## config.mk

```make
export PLATFORM = sky130hd
export DESIGN_NAME = gray_ram_writer
export DESIGN_NICKNAME = d
export VERILOG_FILES = /design/src/rtl/gray_ram_pkg.sv /design/src/rtl/gray_ram_writer.sv
export SDC_FILE = /design/constraint.sdc
export NUM_CORES = 1
export LEC_CHECK = 0
export BUFFER_PORTS_ARGS = -buffer_cell sky130_fd_sc_hd__buf_4
export CAP_MARGIN = 15
export CORE_UTILIZATION = 51
export CTS_CLUSTER_SIZE = 25
export DETAILED_ROUTE_END_ITERATION = 8
export GPL_TIMING_DRIVEN = 0
export PLACE_DENSITY = 0.8
export SYNTH_ARGS = -nofsm -noshare
export SYNTH_HDL_FRONTEND = slang
export SYNTH_SLANG_ARGS = --single-unit
export TNS_END_PERCENT = 100
```

## constraint.sdc

```tcl
create_clock -name clk -period 2.3 [get_ports clk]
set_input_delay 0.23 -clock clk [delete_from_list [all_inputs] [get_ports clk]]
set_output_delay 0.23 -clock clk [all_outputs]
set_load 0.01 [all_outputs]
```

## src/rtl/gray_ram_pkg.sv

```systemverilog
// Shared types, sizes and the Gray encoder for the runtime-built Gray table.
package gray_ram_pkg;

    typedef enum logic [1:0] {
        IDLE = 2'd0,
        FILL = 2'd1,
        DONE = 2'd2
    } state_t;

    localparam int RAM_ADDR_W = 8;
    localparam int RAM_DATA_W = 16;

    // Binary-reflected Gray code of an address, zero-extended to the word width.
    function automatic logic [RAM_DATA_W-1:0] gray_encode(input logic [RAM_ADDR_W-1:0] addr);
        logic [RAM_DATA_W-1:0] r;
        r = '0;
        r[RAM_ADDR_W-1:0] = addr ^ (addr >> 1);
        return r;
    endfunction

endpackage

```

## src/rtl/gray_ram_writer.sv

```systemverilog
// Write-port driver for the 256x16 Gray table RAM: a start pulse fills every
// word with gray(i); afterwards a valid/ready host port patches single words.
// All RAM-side outputs are registered, so a write shown on ram_* after edge N
// is committed by the RAM at edge N+1.
module gray_ram_writer
    import gray_ram_pkg::*;
#(
    parameter int ADDR_W    = RAM_ADDR_W,
    parameter int DATA_W    = RAM_DATA_W,   // must be >= ADDR_W
    parameter int FILL_BASE = 0
) (
    input  logic              clk,
    input  logic              rst,
    input  logic              start,
    output logic              busy,
    output logic              done,
    input  logic              wr_valid,
    output logic              wr_ready,
    input  logic [ADDR_W-1:0] wr_addr,
    input  logic [DATA_W-1:0] wr_data,
    output logic [ADDR_W-1:0] ram_waddr,
    output logic [DATA_W-1:0] ram_wdata,
    output logic              ram_we,
    output logic              ram_wclke,
    output logic [DATA_W-1:0] ram_mask
);

    // Number of writes in one fill (2**ADDR_W), held one bit wider than an address.
    localparam logic [ADDR_W:0] FILL_LEN = {1'b1, {ADDR_W{1'b0}}};

    state_t              state_q, state_d;
    logic [ADDR_W-1:0]   cnt_q, cnt_d;        // fill address, wraps modulo depth
    logic [ADDR_W:0]     nwr_q, nwr_d;        // writes issued so far in this fill
    logic                busy_q, busy_d;
    logic                done_q, done_d;
    logic                we_q, we_d;
    logic [ADDR_W-1:0]   waddr_q, waddr_d;
    logic [DATA_W-1:0]   wdata_q, wdata_d;
    logic [DATA_W-1:0]   gray_cnt;

    // Use the shared encoder at the board's native geometry, an equivalent
    // width-generic expression otherwise.
    generate
        if (ADDR_W == RAM_ADDR_W && DATA_W == RAM_DATA_W) begin : g_pkg_gray
            assign gray_cnt = gray_encode(cnt_q);
        end else begin : g_generic_gray
            always_comb begin
                gray_cnt = '0;
                gray_cnt[ADDR_W-1:0] = cnt_q ^ (cnt_q >> 1);
            end
        end
    endgenerate

    // Host may only write outside a fill, and a start in the same cycle wins.
    assign wr_ready = (state_q != FILL) && !start;

    // Next-state logic: FSM, fill counter and the fill/host write mux.
    always_comb begin
        state_d = state_q;
        cnt_d   = cnt_q;
        nwr_d   = nwr_q;
        busy_d  = busy_q;
        done_d  = done_q;
        we_d    = 1'b0;
        waddr_d = waddr_q;
        wdata_d = wdata_q;

        case (state_q)
            IDLE, DONE: begin
                if (start) begin
                    // Arm the fill; the first word goes out on the next edge.
                    state_d = FILL;
                    cnt_d   = ADDR_W'(FILL_BASE);
                    nwr_d   = '0;
                    busy_d  = 1'b1;
                    done_d  = 1'b0;
                end else if (wr_valid) begin
                    // wr_ready is high here since start is low.
                    we_d    = 1'b1;
                    waddr_d = wr_addr;
                    wdata_d = wr_data;
                end
            end
            FILL: begin
                // start is deliberately ignored: no restart, no extension.
                if (nwr_q == FILL_LEN) begin
                    state_d = DONE;
                    busy_d  = 1'b0;
                    done_d  = 1'b1;
                end else begin
                    we_d    = 1'b1;
                    waddr_d = cnt_q;
                    wdata_d = gray_cnt;
                    cnt_d   = cnt_q + ADDR_W'(1);
                    nwr_d   = nwr_q + (ADDR_W+1)'(1);
                end
            end
            default: begin
                state_d = IDLE;
                busy_d  = 1'b0;
                done_d  = 1'b0;
            end
        endcase
    end

    // State and registered RAM-side outputs; reset leaves RAM contents alone.
    always_ff @(posedge clk) begin
        if (rst) begin
            state_q <= IDLE;
            cnt_q   <= '0;
            nwr_q   <= '0;
            busy_q  <= 1'b0;
            done_q  <= 1'b0;
            we_q    <= 1'b0;
            waddr_q <= '0;
            wdata_q <= '0;
        end else begin
            state_q <= state_d;
            cnt_q   <= cnt_d;
            nwr_q   <= nwr_d;
            busy_q  <= busy_d;
            done_q  <= done_d;
            we_q    <= we_d;
            waddr_q <= waddr_d;
            wdata_q <= wdata_d;
        end
    end

    assign busy      = busy_q;
    assign done      = done_q;
    assign ram_we    = we_q;
    assign ram_wclke = we_q;
    assign ram_waddr = waddr_q;
    assign ram_wdata = wdata_q;
    assign ram_mask  = '0;

endmodule

```

Yosys cells after proc, flatten, opt, wreduce, memory -nomap -nowiden:

Cells that the tools add are included.

* bits in registers: 46
* input bits: 28
* output and inout port bits: 45
* word-level logic and storage cells: 55

* add/subtract/negate cells: 2
* equal/unequal tests: 9
* mux-type cells: 27
* bitwise gates (word level): 1
* reductions and logical operators: 8

Operators with widths (number)
* 16-bit two-way mux: 3
* 8-bit two-way mux: 5
* 16-bit one-hot mux with 2 select lines: 1
* 8-bit one-hot mux with 2 select lines: 2
* 9-bit two-way mux: 2
* 9-bit one-hot mux with 2 select lines: 1
* 2-bit inequality test (second input constant): 5
* 9-bit by 1-bit adder with 9-bit output (second input constant): 1
* 9-bit equality test (second input constant): 1
* 8-bit by 1-bit adder with 8-bit output (second input constant): 1
* 8-bit by 7-bit bitwise XOR with 8-bit output: 1
* 1-bit two-way mux: 7
* 1-bit one-hot mux with 2 select lines: 3
* 2-bit two-way mux: 2
* 2-bit one-hot mux with 2 select lines: 1
* 4-bit AND reduction: 1
* 3-bit AND reduction: 1
* 2-bit by 1-bit equality test with 1-bit output (second input constant): 1
* 2-bit equality test (second input constant): 1
* 2-bit logical NOT: 1
* 2-bit by 1-bit inequality test with 1-bit output (second input constant): 1
* 2-bit AND reduction: 1
* 2-bit nonzero test: 1
* 2-bit OR reduction: 1
* other kinds (2): 2

Depth between registers and ports, before layout:

Gate-level depths: netlist of the first run.

* word-level depth: 4
* gate-level depth with buffers: 8
* depth with buffers taken out: 6

Worst setup path after synthesis of the first run:

OpenSTA, ideal clock, no wires.

* kind: flip-flop to flip-flop
* from: register nwr_q[0]
* to: register cnt_q[2]
* library setup time: 116 ps
* arrival time: 1461 ps
* required time: 2184 ps
* path slack: 723 ps
* cell stages (with the launch flop): 8
* buffers on the path: 1
* period minus slack after synthesis: 1577 ps
* path through: dfxtp_1 > inv_1 > ha_1 > nor4b_4 > a21oi_2 > buf_2 > a21oi_1 > a31o_2

* word-level cells in the longest chain between the ends: 3

RTL lines
* from (decl): RTL line gray_ram_writer.sv:33 `logic [ADDR_W:0] nwr_q, nwr_d;`
* from (signal assigned): RTL line gray_ram_writer.sv:120 `nwr_q <= nwr_d;`
* 9-bit equality test: RTL line gray_ram_writer.sv:86 `if (nwr_q == FILL_LEN) begin`
* 2-bit inequality test (no source line)
* 3-bit AND reduction (no source line)
* to (signal assigned): RTL line gray_ram_writer.sv:119 `cnt_q <= cnt_d;`
* to (decl): RTL line gray_ram_writer.sv:32 `logic [ADDR_W-1:0] cnt_q, cnt_d;`

Every way passes these cells.
A chain may end at the register's enable or synchronous reset.

Worst setup path after layout of the first run:

* from: register nwr_q[0]
* to: register nwr_q[2]

* word-level cells in the longest chain between the ends: 3
* elaborated cells between the ends (all ways): 6
* classes of those cells: add/sub (1); eq/ne (2); mux (2); reduce/logical (1)

RTL lines (RTL line)
* 9-bit by 1-bit adder with 9-bit output or 9-bit equality test (tied branches): gray_ram_writer.sv:95, gray_ram_writer.sv:86
* 9-bit two-way mux or 2-bit inequality test (tied branches)
* 9-bit one-hot mux with 2 select lines or 3-bit AND reduction (tied branches)

Several ways; a longest one is shown, not always the timed one. The select of a mux whose other input is x is not followed.

==> results of run 1 <==
registers in the layout (all words and copies together) (netlist names):
register / cells
state_q: 1
nwr_q: 9
ram_wdata: 16
busy: 1
cnt_q: 8
ram_wclke: 1
done: 1
ram_waddr: 8
where the power goes:
part	leakage [nW]	internal, mW	switching (mW)	total, mW
clock network	0.0385	0.216	0.277	0.492
logic	0.831	0.169	0.198	0.368
registers	0.368	0.823	0.0287	0.851
worst max-delay path: cells and delay by family (launching register included):
family | cells | cell delay [ns]
buf+inv | 2 | 0.40
fa+ha+maj | 1 | 0.19
compound gates | 3 | 0.73
flops | 1 | 0.37
simple gates | 1 | 0.14
synth_stat cells, types with 2 or more instances:
| cell | count | area share, % |
|---|---|---|
| nor4b_4 | 2 | 2.1 |
| o2111ai_1 | 2 | 0.76 |
| or3_1 | 5 | 1.4 |
| ha_1 | 8 | 4.4 |
| a311oi_1 | 15 | 5.7 |
| clkbuf_1 | 9 | 1.5 |
| buf_4 | 17 | 5.5 |
| nand3_1 | 34 | 7.4 |
| a31oi_1 | 4 | 1.1 |
| a31o_2 | 2 | 0.76 |
| inv_1 | 4 | 0.65 |
| a21oi_1 | 21 | 4.6 |
| nor3_1 | 15 | 3.3 |
| nand2b_1 | 2 | 0.54 |
| buf_1 | 3 | 0.49 |
| o41ai_1 | 2 | 0.76 |
| nand2_1 | 35 | 5.7 |
| dfxtp_1 | 45 | 39 |
| buf_2 | 7 | 1.5 |
| nor2_1 | 9 | 1.5 |
| nand4_1 | 3 | 0.82 |
| o211ai_1 | 4 | 1.3 |
| and2_1 | 2 | 0.54 |
| buf_6 | 3 | 1.5 |
area by class of cell:
cell class | count | area share (%)
plain buffers | 39 | 8.27
well taps | 52 | 2.23
inverters | 4 | 0.514
flip-flops and latches | 45 | 30.9
multi-input cells | 199 | 41.1
repair buffers | 55 | 14.1
clock buffers | 7 | 2.61
clock inverters | 1 | 0.257
stage by stage:
stage | instance area, um^2 | cells | hold slack (ns)
floorplan | 2360 | 287 | 0.382
global placement | 2840 | 394 | 0.451
detailed placement | 2840 | 394 | 0.457
CTS | 2920 | 402 | 0.189
global route | 2920 | 402 | 0.191
finish | 2920 | 402 | 0.188
cell families (layout without fill, tap and decap cells):
logic type	Yosys count	after routing
AOI/OAI and AO/OA	59	59
xor gates and xnor gates	1	1
adders and majority gates	8	8
buffers and inverters	43	106
DFF	45	45
muxes	1	1
other	1	16
and+or+nand+nor	114	114
path summary, 6_finish.rpt:
kind                     start            end  slack (ns)  cells after the start
setup reg to reg      nwr_q[0]       nwr_q[2]        0.36                      7
hold reg to reg   ram_wdata[9]   ram_wdata[9]        0.47                      2
hold / removal     wr_data[14]  ram_wdata[14]        0.19                      3
setup / recovery      nwr_q[0]       nwr_q[2]        0.36                      7
routing by layer:
layer | share of wire [%] | up-vias
met1 | 44 | 1050
met3 | 7.6 | 6
met4 | 1.2 | 0
met5 | 0 | -
met2 | 48 | 92
li1 | - | 1115
==> results.md, run 1 <==
Status:
- The run finished with clean final reports.

GRT:
- The total grt overflow is 0.
- The fraction of met2 tracks used by global routing is between 40% and 50%.
- The via count of the first global-routing pass is 2133.
- The initial antenna violation count is 0.
- The global routing stage identified its most utilized layer as met2.
- Global routing used 25.2% of the available tracks.
- For met3 alone, demand over resource in global routing was 4.65%.
- Entering global routing, the biggest net connects 14 pins.
- The global-route wire length before repair is roughly 9.8 mm.
- Global routing consumed, on the met1 layer, between 30% and 40% of the routing resources.

Clock tree:
- The root cell of the clock tree is clkbuf_8.
- TritonCTS built the clock tree.
- The depth of the CTS H-tree is 2.
- After clock tree synthesis, the clock-pin slew on the worst setup and hold paths is ~0.09 ns.
- In this run, post-CTS hold repair placed 0 buffers.
- The clock net in this run drives a total of between 40 and 50 sinks.
- The number of setup buffers added after CTS is 0.
- The TritonCTS buffer count is 5.
- The clock insertion delay at the later pin of the skew report is around 0.30 ns.
- The largest buffer count on any clock path is 2.
- The post-cts repair resize count is 0.

Job:
- Across the run, the number of max-cap violations was 0.

Synth:
- The count of yosys warnings during synthesis is 0.
- In the synthesized netlist the dominant register cell turns out to be dfxtp_1.
- The sequential element share of the synthesized area is between 30% and 40%.
- The synthesized area per cell is 8.46 um^2.
- After Yosys synthesis, XOR and XNOR cells account for less than 1% of the synthesized area.
- The cell area after synthesis is 2300 um^2.
- The basic-gate share of the synthesized area counting and, or, nand and nor cells is 25.8%.
- The multiplexer area fraction after synthesis is less than 1%.
- The fraction of the mapped netlist area in compound gates is 18.5%.
- The adder and majority cell fraction of the synthesized area is 4.35%.
- The count of cell types in the netlist is 43.
- The proportion of register bits with asynchronous set or reset after synthesis is 0%.
- By area, the combinational part of the netlist is dominated by simple AND/OR/NAND/NOR gates.
- Synthesis inferred 45 register bits.
- Counting flops with a built-in enable in the synthesized netlist gives 0.
- The gate count of the mapped netlist is 272.

Worst setup path:
- The largest individual stage delay along the critical path comes from the cell a21oi_2.
- The largest single stage delay on the critical path is approximately 0.40 ns.
- Data arrives at the worst endpoint at between 2 and 2.5 ns.
- The startpoint type of the worst setup path is a register.
- The signal on the critical path passes through inv_1, ha_1, nor4b_4, a21oi_2, buf_2, a21oi_1, a31o_2.
- The nature of the critical path endpoint is a register.
- The worst setup path is of the register to register kind.
- At the worst endpoint, the required time is 2.50 ns.
- The peak fanout along the critical path is 10.

Pwr:
- The maximum vdd ir drop is 0.000477 V.
- The total leakage power is between 1 and 1.5 nW.
- The total power after layout is 1.71 mW.
- Dividing total power by cell area gives a power density of a little under 600 nW/um^2.

Timing:
- Headroom to the max-slew limit came out at 63.3%.
- The max-slew violation count is 0.
- The clock arrives with around 0.005 ns of skew.
- The count of final hold-check violations is 0.
- The share of the clock period used by the worst path is between 80% and 90%.
- The final-layout setup total negative slack is 0 ns.
- The clock period minus final worst setup slack is 1.94 ns.
- The worst-margin pin slew is ~0.55 ns.
- Once routing completed, OpenROAD measured the worst setup slack at between 0.3 and 0.4 ns.
- Setup repair after global routing left no endpoint under its margin.
- The highest attainable clock frequency is ~520 MHz.
- Setup violations remaining at the end of the flow were counted as 0.

Detailed routing:
- The vias after detailed routing is approximately 2.3k.
- The post-route DRC violation count is 0.
- For this block, the initial DRC count from the detailed router was approximately 120.
- The post-detailed-routing wire length is 5.87 mm.
- The number of nets with antenna violations after detailed routing is 0.
- The first-pass iteration count of the detailed router is 4.
- The routed length per instance is ~15 um.
- In the routed layout, each cell is associated on average with a via count of 5.63.

Floorplan:
- For this configuration, the core starts out at a cell density of a little over half.
- During I/O placement, the number of pins put on the boundary was 73.
- The core region is between 4000 and 5000 um^2.
- The standard-cell row count is 24.
- The floorplan step set the die height to 69.2 um.
- The chip width is between 60 and 70 um.
- The full die area is roughly 4800 um^2.

Worst hold path:
- The class of the worst hold path is input pin to register.

Placement:
- Timing analysis after detailed placement gives a worst setup slack of 0.415 ns.
- The wire-length estimate of the detail-placed layout is 4.27 mm.
- Routability-driven placement finished with a final weighted congestion of between 0.8 and 0.9.
- The count of input and output buffers is 55.

Final layout:
- The multi-input gate area in the final layout is between 1000 and 1500 um^2.
- Measured on the finished design, the core utilization comes to about two thirds.
- The count of inserted antenna diode cells is 0.
- Cells with a size suffix above 1 make up about 28% of the layout.
- The top cell types in the final layout, fill and taps aside, are 72 x buf_4, 45 x dfxtp_1, 35 x nand2_1, 34 x nand3_1, 21 x a21oi_1.
- Leaving out fill and tap cells, the most frequent cell in the layout is buf_4.
- The net total in the final layout is approximately 390.
- Fill cells in the final layout number 377.
- The register cell area after layout is 901 um^2.
- Relative to the synthesized area, the layout overhead comes to 26.9%.
Power figures use the tool's default switching activity.
==> inputs of run 2 (changes only) <==
==> constraint.sdc (replaced) <==
create_clock -name clk -period 1.8 [get_ports clk]
set_input_delay 0.18 -clock clk [delete_from_list [all_inputs] [get_ports clk]]
set_output_delay 0.18 -clock clk [all_outputs]
set_load 0.01 [all_outputs]
==> run 2 against run 1 <==
Worst setup slack worse by 0.25 ns. Hold slack worse by 0.051 ns. Sequential share of layout area is 0.42 points lower. Routed wire length grew 1.1%. First-iteration DRC count grew 36%. Core utilization is 1.1 points higher. Fmax up 15%. Power grew 29%. Combinational power grew 33%. Critical path type unchanged. Global-route usage increased by 0.093 points.
==> results.md, run 2 (synthesis gave the netlist of run 1 again) <==
Worst setup path:
- Grouping stages by cell kind, the critical path spends the most delay in simple AND/OR/NAND/NOR gates.
- The number of cells on the critical path is 8 (+1).
- The slowest cell on the critical path is dfxtp_2.
- The worst flop-to-flop path startpoint is nwr_q[0].
- The worst path arrival time was 1.91 ns (-0.23 ns).
- The critical path is of the register to register type.
- Traced cell by cell, the critical path runs through inv_1, ha_1, nor4b_4, a21o_4, buf_6, buf_6, nand3_1, a21oi_1.
- The end of the worst register-to-register path is nwr_q[5].
- The worst-case reg-to-reg path depth is 8 (+1).
- The slack of the worst reg-to-reg path came to 0.11 ns (-0.25 ns).
- By instance count, the cell type seen most on the critical path is buf_6.
- The startpoint type of the worst setup path is a register.
- The critical path's largest stage delay is 0.34 ns (-0.06 ns).
- The total buffers and inverters traversed by the critical path came to 3 (+1).
- The peak fanout along the critical path was 10 (unchanged).
- The worst path required time is 2.02 ns (-0.48 ns).
- The nature of the critical path endpoint is a register.

GRT:
- The via count of the first global-routing pass came to 2135 (+0.094%).
- The global-route usage over all layers was 25.3% (+0.093 points).
- The global-route wire length before repair is 9.80 mm (+0.35%).
- The total grt overflow was 0 (unchanged).
- The pin count of the biggest net entering global routing was 14 (unchanged).
- The initial antenna violation count was 0 (unchanged).

Pwr:
- The total power per unit cell area is 743 nW/um^2 (+27%).
- The total power after layout was 2.21 mW (+29%).
- The maximum vdd ir drop is 0.000616 V (+29%).
- The total leakage power came to 1.26 nW (+1.9%).

Timing:
- The count of final hold-check violations is 0 (unchanged).
- The worst-margin pin slew is 0.550 ns (+0.000325 ns).
- The count of final setup violators is 0 (unchanged).
- The max-slew violation count is 0 (unchanged).
- The relative slew slack came to 63.3% (about the same).
- Setup repair after global routing could not meet its margin everywhere.
- The worst clock skew on the final layout is 0.00784 ns (+0.00290 ns).
- The share of the clock period used by the worst path is 93.7% (+9.5 points).
- The worst setup margin is 0.114 ns (-0.251 ns).
- The highest attainable clock frequency was 593 MHz (+15%).
- The clock period minus final worst setup slack came to 1.69 ns (-0.249 ns).

Final layout:
- The layout cell share with drive strength beyond 1 is 30.7% (+2.4 points).
- The area added between synthesis and finish is 29.0%.
- The net total in the final layout is 387 (+0.52%).
- The count of inserted antenna diode cells was 0 (unchanged).
- The number of flip-flops under the largest register name is 16 (unchanged).
- Leaving out fill and tap cells, the most frequent cells in the layout are 75 x buf_4, 43 x dfxtp_1, 35 x nand2_1, 34 x nand3_1, 21 x a21oi_1.
- The library cell used most frequently in the layout, excluding fill and tap cells, is buf_4.

Floorplan:
- The chip width was 69.2 um (unchanged).
- The number of I/O pins is 73 (unchanged).
- The full die area is 4780 um^2 (unchanged).
- The standard-cell row count is 24 (unchanged).
- The y dimension of the die is 69.2 um (unchanged).
- The area of the core is 4350 um^2 (unchanged).
- The starting density of the core came to 52.8% (unchanged).

Detailed routing:
- The number of design-rule violations left by the first detailed-router iteration came to 164 (+36%).
- The post-detailed-routing wire length is 5.93 mm (+1.1%).
- The post-route DRC violation count came to 0 (unchanged).
- The number of nets with antenna violations after detailed routing is 0 (unchanged).
- The vias after detailed routing is 2302 (+1.7%).
- The first-pass iteration count of the detailed router came to 5 (+1).
- The routed length per instance is 14.7 um (+0.56%).
- The average vias per placed instance is 5.70 (+1.2%).

Clock tree:
- The clock insertion delay at the later pin of the skew report is 0.30 ns (about the same).
- The tree is rooted in a clkbuf_8.
- The largest buffer count on any clock path is 2 (unchanged).
- TritonCTS built the clock tree.
- The hold buffer count at CTS is 0 (unchanged).
- The clock transition at the register clock pins on the worst setup and hold paths after CTS is 0.08 ns (about the same).
- The TritonCTS buffer count is 5 (unchanged).
- The CTS sink count is 45 (unchanged).
- The depth of the CTS H-tree was 2 (unchanged).

Worst hold path:
- The hold-critical path endpoint is ram_wdata[14].
- The number of cells on the worst hold path is 3 (unchanged).
- The start point of the worst hold path is wr_data[14].
- The class of the worst hold path is input pin to register.

Status:
- The flow ran to the end, and the final reports show no timing, DRC or antenna violations.

Placement:
- The count of input and output buffers came to 55 (unchanged).
- The post-DP HPWL is 4.27 mm (unchanged).
- The global placer's final weighted congestion is 0.870 (unchanged).
- The post-placement setup slack is -0.0850 ns (-0.500 ns).

Job:
- The number of violations of the max-capacitance limit is 0 (unchanged).
## run 2: cell types whose count changed in the layout (fill, tap and decap cells not counted), sizes merged
cell    delta
clkbuf     +4
buf        -2
## run 2: how the worst max path moves through the flow
stage / from / slack (ns) / end
floorplan: nwr_q[0] / 0.22 / cnt_q[2]
global placement: nwr_q[0] / -0.08 / cnt_q[2]
detailed placement: nwr_q[0] / -0.09 / nwr_q[2]
CTS: done / 0.04 / ram_waddr[6]
global route: nwr_q[0] / -0.01 / nwr_q[5]
finish: nwr_q[0] / 0.11 / nwr_q[5]
## run 2: power breakdown
part / internal (mW) / leakage, nW / switching (mW)
Sequential: 1.05 / 0.369 / 0.0365
Combinational: 0.229 / 0.854 / 0.260
Clock: 0.275 / 0.0385 / 0.353
## run 2: timing repair
item,in CTS,in global routing
gates resized for setup,2,10
cloned,0,0
endpoints found under the setup margin,16,27
setup buffers,0,2
pin swaps,0,1
## run 2: cell type report
| cell class | instances | area, um^2 |
|---|---|---|
| multi-input cells | 199 | 1220 |
| repair buffers | 57 | 428 |
| clock buffers | 7 | 76.3 |
| inverters | 4 | 15.0 |
| fillers | 375 | 1390 |
| plain buffers | 39 | 253 |
| well taps | 52 | 65.1 |
| flip-flops and latches | 45 | 903 |
| clock inverters | 1 | 7.51 |
## run 2: per-stage QoR
step	utilization [%]	setup TNS (ns)	hold WS (ns)	instance area, um^2	std cells
6_report	68.2	0	0.137	2970	404
5_1_grt	68.2	-0.0119	0.141	2970	404
4_1_cts	67.2	0	0.139	2930	402
3_5_place_dp	65.1	-0.715	0.455	2840	394
3_3_place_gp	65.1	-0.480	0.448	2840	394
2_1_floorplan	-	0	0.332	2360	287
## run 2: routing by layer
metal | global-route usage (%) | wire length, um | share of wire, % | vias up
li1 | - | - | - | 1119
met1 | 32.5 | 2570 | 43 | 1083
met2 | 42.3 | 2890 | 49 | 96
met3 | 4.65 | 405 | 6.8 | 4
met4 | 8.84 | 59 | 1.0 | 0
met5 | 0 | 0 | 0 | -
## run 2: worst register-to-register path, cell delays in order (launching register included)
cell and delay, ns:
dfxtp_2 0.34, inv_1 0.07, ha_1 0.14, nor4b_4 0.32, a21o_4 0.21, buf_6 0.14
buf_6 0.15, nand3_1 0.09, a21oi_1 0.16
